## src/rtl/mem_arbiter.sv

```systemverilog
// mem_arbiter: shares one single-port synchronous RAM between the CPU command
// bus and the debug/loader req/ack port. Registered fixed-priority arbiter
// (CPU first) with a streak limit so a pending loader request is never starved.
//
// Handshakes:
//   CPU    - cpu_cmd (01 READ, 10 WRITE; 00/11 idle) is sampled only at the
//            grant edge; cpu_ready pulses for one cycle when the access is done.
//   Loader - dbg_req is held until dbg_ack; dbg_ack pulses for one cycle.
//   A command still present during its own completion (DONE) cycle is treated
//   as a new CPU command, while a still-high dbg_req in its DONE cycle is the
//   request being acknowledged and is not re-served.
//
// Optional build macro: MEM_ARB_STATS_EN adds cpu_grant_cnt / dbg_grant_cnt.
// fsm_state exposes the FSM state (0 IDLE, 1 ACC, 2 DONE).
module mem_arbiter #(
  parameter int ADDR_W     = 9,
  parameter int DATA_W     = 16,
  parameter int MAX_STREAK = 4
) (
  input  logic              clk,
  input  logic              reset_n,
  input  logic [1:0]        cpu_cmd,
  input  logic [ADDR_W-1:0] cpu_addr,
  input  logic [DATA_W-1:0] cpu_wdata,
  output logic [DATA_W-1:0] cpu_rdata,
  output logic              cpu_ready,
  input  logic              dbg_req,
  input  logic              dbg_we,
  input  logic [ADDR_W-1:0] dbg_addr,
  input  logic [DATA_W-1:0] dbg_wdata,
  output logic [DATA_W-1:0] dbg_rdata,
  output logic              dbg_ack,
  output logic [ADDR_W-1:0] ram_addr,
  output logic              ram_we,
  output logic [DATA_W-1:0] ram_wdata,
  input  logic [DATA_W-1:0] ram_rdata,
  output logic [1:0]        fsm_state
`ifdef MEM_ARB_STATS_EN
  ,
  output logic [15:0]       cpu_grant_cnt,
  output logic [15:0]       dbg_grant_cnt
`endif
);

  typedef enum logic [1:0] {
    S_IDLE = 2'd0,
    S_ACC  = 2'd1,
    S_DONE = 2'd2
  } state_t;

  localparam int              SW         = $clog2(MAX_STREAK + 1);
  localparam logic [SW-1:0]   STREAK_MAX = SW'(MAX_STREAK);
  localparam logic            OWN_CPU    = 1'b0;
  localparam logic            OWN_DBG    = 1'b1;

  state_t              state_q, state_d;
  logic                owner_q;
  logic                we_q;
  logic [ADDR_W-1:0]   addr_q;
  logic [DATA_W-1:0]   wdata_q;
  logic [SW-1:0]       streak_q;
  logic [DATA_W-1:0]   cpu_hold_q;
  logic [DATA_W-1:0]   dbg_hold_q;
  logic                cpu_cand, dbg_cand;
  logic                grant_cpu, grant_dbg;
  logic                in_done;

  // State register.
  always_ff @(posedge clk or negedge reset_n) begin
    if (!reset_n) state_q <= S_IDLE;
    else          state_q <= state_d;
  end

  // Arbitration and next state; arbitration happens only in IDLE and DONE.
  always_comb begin
    cpu_cand  = 1'b0;
    dbg_cand  = 1'b0;
    grant_cpu = 1'b0;
    grant_dbg = 1'b0;
    state_d   = state_q;
    case (state_q)
      S_IDLE, S_DONE: begin
        cpu_cand  = (cpu_cmd == 2'b01) || (cpu_cmd == 2'b10);
        dbg_cand  = dbg_req && !((state_q == S_DONE) && (owner_q == OWN_DBG));
        grant_dbg = dbg_cand && (!cpu_cand || (streak_q == STREAK_MAX));
        grant_cpu = cpu_cand && !grant_dbg;
        state_d   = (grant_cpu || grant_dbg) ? S_ACC : S_IDLE;
      end
      S_ACC:   state_d = S_DONE;
      default: state_d = S_IDLE;
    endcase
  end

  // Latch the winning request and update the CPU streak on each grant edge.
  always_ff @(posedge clk or negedge reset_n) begin
    if (!reset_n) begin
      owner_q  <= OWN_CPU;
      we_q     <= 1'b0;
      addr_q   <= '0;
      wdata_q  <= '0;
      streak_q <= '0;
    end else if (grant_cpu) begin
      owner_q  <= OWN_CPU;
      we_q     <= (cpu_cmd == 2'b10);
      addr_q   <= cpu_addr;
      wdata_q  <= cpu_wdata;
      if (streak_q != STREAK_MAX) streak_q <= streak_q + SW'(1);
    end else if (grant_dbg) begin
      owner_q  <= OWN_DBG;
      we_q     <= dbg_we;
      addr_q   <= dbg_addr;
      wdata_q  <= dbg_wdata;
      streak_q <= '0;
    end
  end

  // Capture read data into the owner's hold register at the end of DONE.
  always_ff @(posedge clk or negedge reset_n) begin
    if (!reset_n) begin
      cpu_hold_q <= '0;
      dbg_hold_q <= '0;
    end else if (in_done && !we_q) begin
      if (owner_q == OWN_CPU) cpu_hold_q <= ram_rdata;
      else                    dbg_hold_q <= ram_rdata;
    end
  end

`ifdef MEM_ARB_STATS_EN
  // Per-requester grant counters, wrapping at 16 bits.
  always_ff @(posedge clk or negedge reset_n) begin
    if (!reset_n) begin
      cpu_grant_cnt <= '0;
      dbg_grant_cnt <= '0;
    end else begin
      if (grant_cpu) cpu_grant_cnt <= cpu_grant_cnt + 16'd1;
      if (grant_dbg) dbg_grant_cnt <= dbg_grant_cnt + 16'd1;
    end
  end
`endif

  // RAM side: address/data always show the latched access; write only in ACC.
  assign in_done   = (state_q == S_DONE);
  assign ram_addr  = addr_q;
  assign ram_wdata = wdata_q;
  assign ram_we    = (state_q == S_ACC) && we_q;

  // Requester side: completion pulses and read data (live in DONE, then held).
  assign cpu_ready = in_done && (owner_q == OWN_CPU);
  assign dbg_ack   = in_done && (owner_q == OWN_DBG);
  assign cpu_rdata = (cpu_ready && !we_q) ? ram_rdata : cpu_hold_q;
  assign dbg_rdata = (dbg_ack && !we_q) ? ram_rdata : dbg_hold_q;
  assign fsm_state = state_q;

endmodule
```

## config.mk

```make
export PLATFORM = sky130hd
export DESIGN_NAME = mem_arbiter
export DESIGN_NICKNAME = d
export VERILOG_FILES = /design/src/rtl/mem_arbiter.sv
export SDC_FILE = /design/constraint.sdc
export NUM_CORES = 1
export LEC_CHECK = 0
export BUFFER_PORTS_ARGS = -buffer_cell sky130_fd_sc_hd__clkbuf_2
export CAP_MARGIN = 30
export CORE_MARGIN = 2
export CORE_UTILIZATION = 35
export DETAILED_ROUTE_END_ITERATION = 10
export HOLD_SLACK_MARGIN = 0.08
export PLACE_DENSITY = 0.61
export SLEW_MARGIN = 20
export SYNTH_ARGS = -nofsm -noshare
export SYNTH_HDL_FRONTEND = slang
export SYNTH_SLANG_ARGS = --single-unit
```

## constraint.sdc

```tcl
create_clock -name clk -period 1.6 [get_ports clk]
set_clock_uncertainty 0.15 [all_clocks]
set_input_delay 0.08 -clock clk [delete_from_list [all_inputs] [get_ports clk]]
set_output_delay 0.08 -clock clk [all_outputs]
set_load 0.01 [all_outputs]
```

**Word level (Yosys, flattened, before mapping)**

Index checks and enable logic that the tools add are counted.

- Register bits after elaboration: 64
- Input bits: 72
- Output and inout port bits: 62

- Add/subtract/negate cells: 1
- Equal/unequal tests: 7
- Muxes and demuxes: 17
- Bitwise logic cells: 1
- Reductions and logical operators: 22

Operator list:

| operator | count |
|---|---|
| $mux 16 | 4 |
| $mux 9 | 2 |
| $logic_and 1x1->1 | 9 |
| $mux 3 | 3 |
| $mux 1 | 7 |
| $reduce_and 2->1 | 3 |
| $eq 2x1->1 const B | 2 |
| $eq 2x2->1 const B | 2 |
| $logic_not 1->1 | 4 |
| $pmux 2 s2 | 1 |
| $add 3x1->3 const B | 1 |
| $eq 3x3->1 const B | 1 |
| $logic_or 1x1->1 | 3 |
| $ne 3x3->1 const B | 1 |
| $logic_not 2->1 | 1 |
| $ne 2x1->1 const B | 1 |
| $reduce_bool 2->1 | 1 |
| $reduce_or 2->1 | 1 |
| $not 1->1 | 1 |

**Logic depth before layout (Yosys ltp)**

- Depth after elaboration: 10
- Mapped depth: 7
- Gate-level depth less buffers: 6

**Worst setup path before layout**

OpenSTA, ideal clock, no wires.

- Kind: reg-to-reg
- Start point: register state_q[0], in the netlist fsm_state[0]
- End point: register cpu_hold_q[12]
- Arrival: 1.550 ns
- Data required time: 1.325 ns
- Setup slack: -0.225 ns
- Stages on the path, launching flop included: 6
- Buffers on the path: 2
- Cell sequence: dfrtp_1 nor3b_2 nor2b_1 clkbuf_2 buf_4 mux2_2

- Longest elaborated chain between the ends: 3

Ends and longest elaborated chain:

| element | RTL line | RTL |
|---|---|---|
| start: declaration | 56 | `state_t state_q, state_d;` |
| start signal: assignment | 71 | `else state_q <= state_d;` |
| $eq 2x2->1 | -- |  |
| $logic_and 1x1->1 | 122 | `end else if (in_done && !we_q) begin` |
| $reduce_and 2->1 (no source line) | -- |  |
| end signal: assignment | 123 | `if (owner_q == OWN_CPU) cpu_hold_q <= ram_rdata;` |
| end: declaration | 62 | `logic [DATA_W-1:0] cpu_hold_q;` |

No other way between the ends.
A chain may end at the register's enable or synchronous reset.

**Worst setup path after layout**

- Start point: register owner_q
- End point: output cpu_rdata[14]

- Longest elaborated chain between the ends: 4

Ends and longest elaborated chain:

| element | RTL line | RTL |
|---|---|---|
| start: declaration | 57 | `logic owner_q;` |
| start signal: assignment | 97 | `owner_q <= OWN_CPU;` |
| start signal: assignment | 103 | `owner_q <= OWN_CPU;` |
| start signal: assignment | 109 | `owner_q <= OWN_DBG;` |
| $not 1->1 | 148 | `assign cpu_ready = in_done && (owner_q == OWN_CPU);` |
| $logic_and 1x1->1 | 148 |  |
| $logic_and 1x1->1 | 150 | `assign cpu_rdata = (cpu_ready && !we_q) ? ram_rdata : cpu_hold_q;` |
| $mux 16 | 150 |  |
| end: declaration | 25 | `output logic [DATA_W-1:0] cpu_rdata,` |

No other way between the ends.

==> flow_metrics.py <==
metrics = {
    "power_and_ir_drop": {
        "comb_power_share_pct": 52.5,
        "ir_worst_vdd_mv": 0.7644,
        "swShare_pct": 33.54,
        "power_switching_uw": 3030,
        "powerDensity_nw_per_um2": 1589,
        "total_power_uw": 9033,
        "p_clk_share_pct": 15.9,
        "leakage_uw": 0.002749,
        "pwr-share-seq_pct": 31.5,
        "p_int_uw": 6003,
    },
    "setup_path": {
        "reg2reg_to": "dbg_hold_q[13]",
        "reg2regPathDepth": 9,
        "crit_path_max_fanout": 16,
        "critPathArrivalTime_ps": 1840,
        "cpMaxStageDelayCell": "dfrtp_1",
        "crit_chain": "nor3b_4 -> nor2b_4 -> buf_12 -> mux2_2 -> clkbuf_2",
        "slowest_delay_ps": 420,
        "crit_start": "owner_q",
        "critPathLaunchType": "flop",
        "r2r_slack_ps": -360,
        "critPathRequiredTime_ps": 1370,
        "critPathCapture": "cpu_rdata[14]",
        "worstReg2RegStart": "owner_q",
        "path_class": "reg2out",
        "critPathCaptureType": "primary output",
    },
    "clocking": {
        "clock_latency_ps": 330,
        "root_buffer": "clkbuf_8",
        "cts.path.max_buffers": 2,
        "path_clk_slew_ps": 70,
        "cts_tree": "done",
        "cts_made_buffers": 9,
        "cts.sinks": 64,
        "h-tree-depth": 3,
    },
    "floorplanning": {
        "initial_core_util_pct": 35.69,
        "core_um2": 8593,
        "io_pins": 134,
        "die_area_um2": 9527,
        "rows": 34,
        "die_h_um": 97.61,
        "die_x_um": 97.61,
    },
    "sta": {
        "fin_crit_ps": 2070,
        "relSlewSlack_pct": 62.55,
        "rsz0062_at_grt": "true",
        "setup_viol": 94,
        "fmax_mhz": 483.1,
        "hold_viol_final": 0,
        "finalSetupTns_ps": -27970,
        "fin_crit_sh_pct": 129.4,
        "setup_ws_ps": -470.1,
        "worst_pin_slew_ps": 561.7,
        "slew_violations": 0,
    },
    "logic_synthesis": {
        "avgSynthCellArea_um2": 12.22,
        "yosysUniqueCellTypes": 29,
        "synth_warnings": 0,
        "yosys-top-cells-area": "dfrtp_1 (52%), mux2_2 (23%), o22ai_1 (4.1%)",
        "yosys_register_bits": 64,
        "ys.flop_type": "dfrtp_1",
        "synth-edff-count": 0,
        "synth_top_cell_by_area": "dfrtp_1",
        "synth_nets": 326,
        "syn-cell-area_um2": 3067,
        "synth_top_area_share_pct": 52.22,
        "synthCells": 251,
        "async_reset_ff_share_pct": 100.0,
        "synth-seq-area-share_pct": 52.22,
    },
    "placement": {
        "io_buffers": 133,
        "hpwl_um": 4846,
        "post-place-ws_ps": -148.2,
        "routabilityCongestion": 0.7424,
    },
    "global_route": {
        "grt-ovfl-total": 0,
        "grt_pass1_wl_um": 13970,
        "grt_max_degree": 41,
        "grt_pass1_vias": 2952,
        "grtUsageTotal_pct": 18.17,
        "grt_antenna_before_repair": 0,
    },
    "routing": {
        "dr.first_iter.drc_count": 41,
        "wire_per_inst_um": 16.66,
        "ant_nets": 0,
        "routed_wl_um": 10080,
        "via_per_inst": 4.866,
        "drc": 0,
        "vias": 2944,
        "firstDrtPassIters": 5,
    },
    "finish": {
        "area_growth_pct": 85.35,
        "antennaDiodeCount": 0,
        "post-route-util_pct": 66.15,
        "drive_above_1_share_pct": 57.14,
        "num-nets-final": 568,
    },
    "outcome": {
        "status": "finished with violations",
        "violations": "negative setup slack",
    },
    "hold_path": {
        "worstHoldPathType": "in2reg",
    },
    "run": {
        "drv_cap": 0,
    },
}
-- layer usage --
| metal | global-route usage [%] | vias up | routed length, µm |
|---|---|---|---|
| met5 | 0 | - | 0 |
| met3 | 5.324 | 26 | 548 |
| met2 | 30.40 | 122 | 5283 |
| met4 | 8.120 | 0 | 315 |
| li1 | - | 1389 | - |
| met1 | 21.64 | 1407 | 3933 |
-- area by class of cell --
class | count | area [µm²]
tap | 108 | 135.1
clock buffer | 12 | 165.2
sequential | 64 | 1604
inverter | 5 | 18.77
clock inverter | 3 | 40.04
fill | 638 | 2909
multi-input combinational | 166 | 1633
timing repair buffer | 247 | 2088
-- power by group through the flow --
stage | sequential [µW] | combinational, µW | clock, µW
floorplan | 2900 | 1930 | 0
global placement | 2780 | 3350 | 0
detailed placement | 2820 | 3410 | 0
CTS | 2810 | 3740 | 1480
global route | 2950 | 5080 | 1560
finish | 2850 | 4750 | 1440
-- critical path, delay by kind of cell (launching register included) --
| family | cells | cell delay (ps) |
|---|---|---|
| buffers and inverters | 2 | 300 |
| flip-flops | 1 | 420 |
| multiplexers | 1 | 360 |
| AND/OR/NAND/NOR | 2 | 410 |
-- repair_timing --
| item | in CTS | in global routing |
|---|---|---|
| endpoints found under the setup margin | 91 | 96 |
| pin swaps | 5 | 21 |
| gates resized for setup | 12 | 99 |
| gates cloned | 3 | 7 |
| endpoints found under the hold margin | 122 | 0 |
| hold buffers | 69 | 0 |
| setup buffers | 5 | 13 |
-- kinds of logic after synthesis --
kind of cell | after synthesis | synth area share, %
xor+xnor | 1 | 0.2856
buf+inv | 21 | 3.712
compound gates | 53 | 10.69
fa+ha+maj | 3 | 1.224
mux | 71 | 25.79
flops | 64 | 52.22
simple gates | 38 | 6.080
-- cell usage after synthesis (2+ instances only) --
cell,number
nor2b_1,2
buf_6,2
inv_1,5
o22ai_1,20
a21oi_1,7
buf_4,3
dfrtp_1,64
nand2_1,22
o21ai_1,20
mux2i_1,7
a21o_1,2
ha_1,3
buf_2,6
clkbuf_1,4
mux2_2,63
nor2_1,8
-- sequential cells by signal (all words and copies together), names as in the netlist --
register,count
cpu_hold_q,16
dbg_hold_q,16
ram_wdata,16
ram_addr,9
streak_q,3
fsm_state,2
owner_q,1
we_q,1
-- how the worst min path moves through the flow --
stage / cells after the start / from / to / slack, ps
after floorplan: 0 / reset_n / cpu_hold_q[0] / -370
after global placement: 1 / reset_n / cpu_hold_q[5] / -60
after detailed placement: 1 / reset_n / cpu_hold_q[5] / -60
after CTS: 4 / cpu_cmd[1] / owner_q / 90
after global routing: 4 / cpu_cmd[1] / owner_q / 130
final: 4 / cpu_cmd[1] / owner_q / 90
-- stage by stage --
stage	area, µm²	instances	hold slack [ps]
after CTS	5086	588	88.15
after global routing	5684	605	127.2
after floorplan	3095	251	-365.6
after global placement	4028	496	-59.82
after detailed placement	4028	496	-56.01
final	5684	605	91.37
-- layout by cell type, fill, tap and decap left out, types with 7 or more instances in the layout --
cell type / n
buf_12: 8
mux2_4: 37
nand2_1: 22
o22ai_2: 7
clkbuf_8: 12
o21ai_1: 18
mux2_2: 27
mux2i_1: 7
clkbuf_2: 116
o22ai_1: 10
dfrtp_1: 62
buf_4: 16
dlygate4sd3_1: 69
buf_6: 29
No activity file was read; power rests on OpenSTA's default activity.
